<file path="config.mk">
export PLATFORM = sky130hd
export DESIGN_NAME = skew_mem_ctrl
export DESIGN_NICKNAME = d
export VERILOG_FILES = /design/src/rtl/skew_mem_ctrl_pkg.sv /design/src/rtl/skew_lane.sv /design/src/rtl/skew_mem_ctrl.sv
export SDC_FILE = /design/constraint.sdc
export NUM_CORES = 1
export LEC_CHECK = 0
export CAP_MARGIN = 20
export CORE_ASPECT_RATIO = 1.4
export CORE_MARGIN = 4
export CORE_UTILIZATION = 30
export DETAILED_ROUTE_END_ITERATION = 8
export PLACE_DENSITY = 0.48
export SETUP_SLACK_MARGIN = 0.02
export SLEW_MARGIN = 20
export SYNTH_ARGS = -nofsm -noshare
export SYNTH_HDL_FRONTEND = slang
export SYNTH_SLANG_ARGS = --single-unit
</file>
<file path="constraint.sdc">
create_clock -name clk -period 8.7 [get_ports clk]
set_input_delay 2.175 -clock clk [delete_from_list [all_inputs] [get_ports clk]]
set_output_delay 2.175 -clock clk [all_outputs]
set_load 0.005 [all_outputs]
</file>
<file path="src/rtl/skew_mem_ctrl_pkg.sv">
// Shared types and sizing helpers for the skewed memory-array address controller.
package skew_mem_ctrl_pkg;

   typedef enum logic [1:0] {
      IDLE = 2'd0,
      RUN  = 2'd1,
      DONE = 2'd2
   } state_e;

   // Step counter must reach (2^addr_w - 1) + (lanes - 1) without wrapping.
   function automatic int unsigned cnt_w(input int unsigned addr_w, input int unsigned lanes);
      return $clog2((64'd1 << addr_w) + 64'(lanes));
   endfunction

endpackage

</file>
<file path="src/rtl/skew_lane.sv">
// One memory lane: decodes the shared step count into this lane's enable and address.
module skew_lane #(
   parameter int unsigned ADDR_W = 8,
   parameter int unsigned CNT_W  = 9
) (
   input  logic              clk,
   input  logic              reset,
   input  logic              step_vld,
   input  logic [CNT_W-1:0]  t,
   input  logic [CNT_W-1:0]  lane_idx,
   input  logic              skew,
   input  logic [ADDR_W-1:0] num_rows,
   input  logic [ADDR_W-1:0] base,
   input  logic              rev,
   output logic              en,
   output logic [ADDR_W-1:0] addr
);

   logic              en_q, en_d;
   logic [ADDR_W-1:0] addr_q, addr_d;
   logic [CNT_W-1:0]  lag;
   logic [CNT_W-1:0]  rel;
   logic [ADDR_W-1:0] r;
   logic [ADDR_W-1:0] addr_calc;
   logic              hit;

   // Row offset is t minus the lane lag; the t >= lag test keeps the subtraction unsigned.
   always_comb begin
      lag       = skew ? lane_idx : '0;
      rel       = t - lag;
      hit       = (t >= lag) && (rel < CNT_W'(num_rows));
      r         = rel[ADDR_W-1:0];
      addr_calc = rev ? (base - r) : (base + r);
      en_d      = step_vld && hit;
      addr_d    = en_d ? addr_calc : addr_q;
   end

   always_ff @(posedge clk) begin
      if (reset) begin
         en_q   <= 1'b0;
         addr_q <= '0;
      end else begin
         en_q   <= en_d;
         addr_q <= addr_d;
      end
   end

   assign en   = en_q;
   assign addr = addr_q;

endmodule

</file>
<file path="src/rtl/skew_mem_ctrl.sv">
// Per-direction address controller for a WIDTH_HEIGHT-lane memory array, aligned or systolic skew.
// Define SKEW_MEM_CTRL_REVERSE_EN to add the `reverse` input for descending row addresses.
module skew_mem_ctrl
   import skew_mem_ctrl_pkg::*;
#(
   parameter int unsigned WIDTH_HEIGHT = 16,
   parameter int unsigned ADDR_W       = 8
) (
   input  logic                           clk,
   input  logic                           reset,
   input  logic                           start,
   input  logic [ADDR_W-1:0]              base_addr,
   input  logic [ADDR_W-1:0]              num_rows,
   input  logic                           skew,
   input  logic                           stall,
`ifdef SKEW_MEM_CTRL_REVERSE_EN
   input  logic                           reverse,
`endif
   output logic                           busy,
   output logic                           done,
   output logic [WIDTH_HEIGHT-1:0]        en,
   output logic [WIDTH_HEIGHT*ADDR_W-1:0] addr
);

   localparam int unsigned CNT_W = cnt_w(ADDR_W, WIDTH_HEIGHT);

   state_e            state_q, state_d;
   logic [CNT_W-1:0]  t_q, t_d;
   logic [ADDR_W-1:0] base_q, base_d;
   logic [ADDR_W-1:0] rows_q, rows_d;
   logic              skew_q, skew_d;
   logic              busy_q, busy_d;
   logic              done_q, done_d;
`ifdef SKEW_MEM_CTRL_REVERSE_EN
   logic              rev_q, rev_d;
`endif

   logic              step_vld;
   logic [CNT_W-1:0]  step_t;
   logic [CNT_W-1:0]  t_last;
   logic [ADDR_W-1:0] lane_base;
   logic [ADDR_W-1:0] lane_rows;
   logic              lane_skew;
   logic              lane_rev;

   // Lanes see the incoming request on the accept edge so step 0 appears one cycle after start.
   always_comb begin
      state_d   = state_q;
      t_d       = t_q;
      base_d    = base_q;
      rows_d    = rows_q;
      skew_d    = skew_q;
      busy_d    = busy_q;
      done_d    = 1'b0;
      step_vld  = 1'b0;
      step_t    = t_q;
      lane_base = base_q;
      lane_rows = rows_q;
      lane_skew = skew_q;
      t_last    = CNT_W'(rows_q) - CNT_W'(1)
                + (skew_q ? CNT_W'(WIDTH_HEIGHT - 1) : CNT_W'(0));
`ifdef SKEW_MEM_CTRL_REVERSE_EN
      rev_d     = rev_q;
      lane_rev  = rev_q;
`else
      lane_rev  = 1'b0;
`endif

      case (state_q)
         IDLE: begin
            if (start) begin
               base_d    = base_addr;
               rows_d    = num_rows;
               skew_d    = skew;
               t_d       = '0;
               busy_d    = 1'b1;
               lane_base = base_addr;
               lane_rows = num_rows;
               lane_skew = skew;
               step_t    = '0;
`ifdef SKEW_MEM_CTRL_REVERSE_EN
               rev_d     = reverse;
               lane_rev  = reverse;
`endif
               if (num_rows == '0) begin
                  state_d = DONE;
                  done_d  = 1'b1;
               end else begin
                  state_d  = RUN;
                  step_vld = 1'b1;
               end
            end
         end
         RUN: begin
            if (stall) begin
               step_vld = 1'b0;
            end else if (t_q == t_last) begin
               state_d = DONE;
               done_d  = 1'b1;
            end else begin
               t_d      = t_q + CNT_W'(1);
               step_t   = t_q + CNT_W'(1);
               step_vld = 1'b1;
            end
         end
         DONE: begin
            state_d = IDLE;
            busy_d  = 1'b0;
         end
         default: begin
            state_d = IDLE;
            busy_d  = 1'b0;
         end
      endcase
   end

   always_ff @(posedge clk) begin
      if (reset) begin
         state_q <= IDLE;
         t_q     <= '0;
         base_q  <= '0;
         rows_q  <= '0;
         skew_q  <= 1'b0;
         busy_q  <= 1'b0;
         done_q  <= 1'b0;
`ifdef SKEW_MEM_CTRL_REVERSE_EN
         rev_q   <= 1'b0;
`endif
      end else begin
         state_q <= state_d;
         t_q     <= t_d;
         base_q  <= base_d;
         rows_q  <= rows_d;
         skew_q  <= skew_d;
         busy_q  <= busy_d;
         done_q  <= done_d;
`ifdef SKEW_MEM_CTRL_REVERSE_EN
         rev_q   <= rev_d;
`endif
      end
   end

   assign busy = busy_q;
   assign done = done_q;

   for (genvar i = 0; i < int'(WIDTH_HEIGHT); i++) begin : g_lane
      skew_lane #(
         .ADDR_W (ADDR_W),
         .CNT_W  (CNT_W)
      ) u_lane (
         .clk      (clk),
         .reset    (reset),
         .step_vld (step_vld),
         .t        (step_t),
         .lane_idx (CNT_W'(i)),
         .skew     (lane_skew),
         .num_rows (lane_rows),
         .base     (lane_base),
         .rev      (lane_rev),
         .en       (en[i]),
         .addr     (addr[i*ADDR_W +: ADDR_W])
      );
   end

endmodule

</file>
==> impl_metrics.yaml <==
run_status:
  outcome: "complete, no violations"
worst_setup_path:
  regToRegSetupSlack_ps: 1730
  cp_num_cells: 19
  cp.required_ps: 9060
  cp_cell_sequence: "clkdlybuf4s50_1 > nor2b_1 > o21ai_4 > mux2_4 > and2_1 > inv_2 > ha_1 > a21oi_1 > nand2_1 > xnor2_1 > ha_1 > o21a_1 > o21a_1 > o21ai_0 > a21oi_1 > or3_1 > o21ba_2 > nand3_2 > mux2_2"
  endpoint: "g_lane[6].u_lane.addr[6]"
  crit_start: "stall"
  end_kind: "flop"
  crit_family: "simple AND/OR/NAND/NOR gates"
  path_max_fanout: 12
  cp_data_arrival_time_ps: 7450
  worstSetupPathType: "input pin to flop"
  critPathSlowestCell: "clkdlybuf4s50_1"
  cp-start-kind: "input pin"
  reg2reg_to: "g_lane[15].u_lane.addr[2]"
  r2r_start: "skew_q"
  path_buf_inv: 2
  reg2regPathDepth: 29
  worst_path_largest_cell_delay_ps: 650
timing:
  setup_viol: 0
  finalCritPeriodShare: 0.8141
  fin_tns_setup_ps: 0
  relSlewSlack: 0.3209
  fin_worst_skew_ps: 18.79
  hold_slack_ps: 457.7
  rsz0062_at_grt: "no"
  fmax_mhz: 141.2
  hold_violations: 0
  slew_viol_final: 0
  fin_crit_ps: 7082
  worst_pin_slew_ps: 1018
min_path:
  hold_depth: 2
  hp-class: "flop to flop"
finish:
  final_cell_mix: "ha_1, a21oi_1, dfxtp_1, clkdlybuf4s50_1, xnor2_1"
  syn2layout_area_growth_pct: 20.09
  final_common_cell: "ha_1"
  diodes: 0
  nNetsFinal: 2130
  post_route_cells_drive_above_1_share: 0.08060
clock_tree:
  cts_setup_buffers: 0
  cts.repair.resized: 0
  cts_tree: "yes"
  cts_sinks: 174
  cts_buffers: 17
  cts_buffer_depth: 2
  htree_levels: 4
  cts-root-buf: "clkbuf_16"
  insertion_delay_ps: 480
  clk_pin_slew_ps: 70
  cts_hold_buf: 0
synthesis:
  ys.flop_type: "dfxtp_1"
  synth_top_family_by_area: "compound AO/OA/AOI/OAI gates"
  synth_warnings: 0
  synthCells: 1767
  synth_nets: 1986
  synth_edf_count: 0
  ys_async_sr_fraction: 0
  synth_xor_area_frac: 0.1212
  netlist_area_sq_mm: 0.01482
  synth-compound-area-share: 0.2167
  yosys.area_share.adder: 0.1726
  syn_avg_cell_area_sq_um: 8.385
  synth_mux_area_frac: 0.04113
  ys_ff_latch: 174
  synth_seq_area_share: 0.2351
  netlist-cell-type-count: 106
  yosys.area_share.simple: 0.1611
pwr:
  power.leakage_uw: 0.007620
  pwr-share-seq: 0.291
  p_per_area_mw_per_mm2: 174.5
  internal_power_uw: 1866
  switching_power_uw: 1239
  power_frac_comb: 0.461
  pwr-share-clk: 0.248
  vdd_ir_drop_max_mv: 0.1717
  swShare: 0.3989
routing:
  drtIter0Drc: 717
  dr_total_vias: 13600
  route.detailed.drc: 0
  finalWirelength_um: 54980
  ant_nets: 0
  viasPerCell: 5.311
  drt-pass1-iter-count: 5
  wire_per_inst_um: 21.48
placed_design:
  routabilityCongestion: 0.9100
  hpwl_um: 41360
  io_buffers: 166
grt:
  overflow: 0
  track_usage: 0.2045
  grt_first_pass_wirelength_um: 84300
  antenna_found_initial: 0
  grt_max_degree: 76
  grt_pass1_vias: 14090
flow_run:
  maxCapViolCount: 0
die:
  dieHeight_um: 270.9
  die_x_um: 195.8
  core_region_area_sq_mm: 0.04889
  dieArea_sq_mm: 0.05305
  rows: 96
  start_util: 0.3031
  pin_count: 167
stage by stage:
stage | utilization | setup slack [ps] | std cells | total power [uW] | cell area [sq um]
2_1_floorplan | - | 2052 | 1767 | 1887 | 14820
3_3_place_gp | 0.3522 | 1348 | 2529 | 2341 | 17220
3_5_place_dp | 0.3522 | 1230 | 2529 | 2354 | 17220
4_1_cts | 0.3639 | 1755 | 2560 | 3150 | 17790
5_1_grt | 0.3639 | 1268 | 2560 | 3327 | 17790
6_report | 0.3639 | 1618 | 2560 | 3105 | 17790
layer usage:
metal / share of wire / up-vias / global-route usage
li1: - / 6609 / -
met1: 0.41 / 6530 / 0.2340
met2: 0.50 / 336 / 0.3659
met3: 0.044 / 122 / 0.03812
met4: 0.046 / 0 / 0.09393
met5: 0 / - / 0
how the worst min path moves through the flow:
stage | from | slack, ps | to
floorplan | g_lane[9].u_lane.addr[7] | 450 | g_lane[9].u_lane.addr[7]
global placement | g_lane[6].u_lane.addr[7] | 450 | g_lane[6].u_lane.addr[7]
detailed placement | g_lane[14].u_lane.addr[2] | 450 | g_lane[14].u_lane.addr[2]
CTS | g_lane[14].u_lane.addr[2] | 460 | g_lane[14].u_lane.addr[2]
global route | g_lane[6].u_lane.addr[4] | 480 | g_lane[6].u_lane.addr[4]
finish | g_lane[14].u_lane.addr[2] | 460 | g_lane[14].u_lane.addr[2]
Yosys cell counts (5+ instances only):
library cell / number / share of area
or3_1: 6 / 0.0025
a31o_1: 7 / 0.0041
a21oi_1: 175 / 0.059
dfxtp_1: 174 / 0.24
buf_4: 23 / 0.012
xor2_1: 37 / 0.022
inv_1: 80 / 0.020
and2_1: 15 / 0.0063
a31oi_1: 7 / 0.0030
o21ai_0: 79 / 0.027
and3_1: 8 / 0.0034
mux2i_1: 50 / 0.034
nor4_1: 15 / 0.0063
a21o_1: 54 / 0.027
o21bai_1: 24 / 0.012
xnor2_1: 156 / 0.092
buf_2: 19 / 0.0064
nand4_1: 10 / 0.0042
nor3_1: 44 / 0.015
o21ai_1: 17 / 0.0057
or2_2: 6 / 0.0025
ha_1: 190 / 0.16
nand3_1: 84 / 0.028
a211oi_1: 12 / 0.0061
buf_1: 9 / 0.0023
nor2b_1: 8 / 0.0034
clkbuf_1: 33 / 0.0084
a21boi_0: 7 / 0.0035
a311oi_1: 6 / 0.0035
nand2_1: 119 / 0.030
nor2_1: 128 / 0.032
fa_1: 8 / 0.011
nand2b_1: 6 / 0.0025
o21a_1: 19 / 0.0096
a211oi_2: 5 / 0.0042
o211ai_1: 5 / 0.0025
worst register-to-register path: cells and delay by family, from the launching register on:
kind / cells / cell delay [ps]
flip-flops: 1 / 330
multiplexers: 1 / 280
AO/OA/AOI/OAI: 7 / 1910
adder cells (fa/ha/maj): 5 / 1800
AND/OR/NAND/NOR: 9 / 1720
XOR/XNOR: 2 / 310
buffers and inverters: 5 / 600
registers in the layout, summed over array words and instances (netlist names):
register,count
base_q,8
busy,1
done,1
g_lane.u_lane.addr,128
g_lane.u_lane.en,16
rows_q,8
skew_q,1
state_q,2
t_q,9
power by group through the flow:
| stage | registers [uW] | clock network [uW] | logic [uW] |
|---|---|---|---|
| 3_5_place_dp | 924 | 0 | 1430 |
| 5_1_grt | 913 | 827 | 1590 |
| 6_report | 904 | 769 | 1430 |
| 2_1_floorplan | 917 | 0 | 971 |
| 3_3_place_gp | 925 | 0 | 1420 |
| 4_1_cts | 906 | 804 | 1440 |
kinds of logic (layout without fill, tap and decap cells):
kind of cell / after synthesis / count (layout)
adders and majority gates: 200 / 200
muxes: 59 / 59
AOI/OAI and AO/OA: 481 / 481
buffers and inverters: 170 / 326
and+or+nand+nor: 484 / 484
DFF: 174 / 174
xor gates and xnor gates: 199 / 199
area by class of cell:
cell class | instances | area [sq um]
flip-flops and latches | 174 | 3483
multi-input cells | 1423 | 10620
fillers | 5062 | 31090
well taps | 637 | 797.0
clock buffers | 17 | 425.4
inverters | 83 | 314.1
repair buffers | 212 | 2004
clock inverters | 14 | 146.4
No activity file was read; power rests on OpenSTA's default activity.
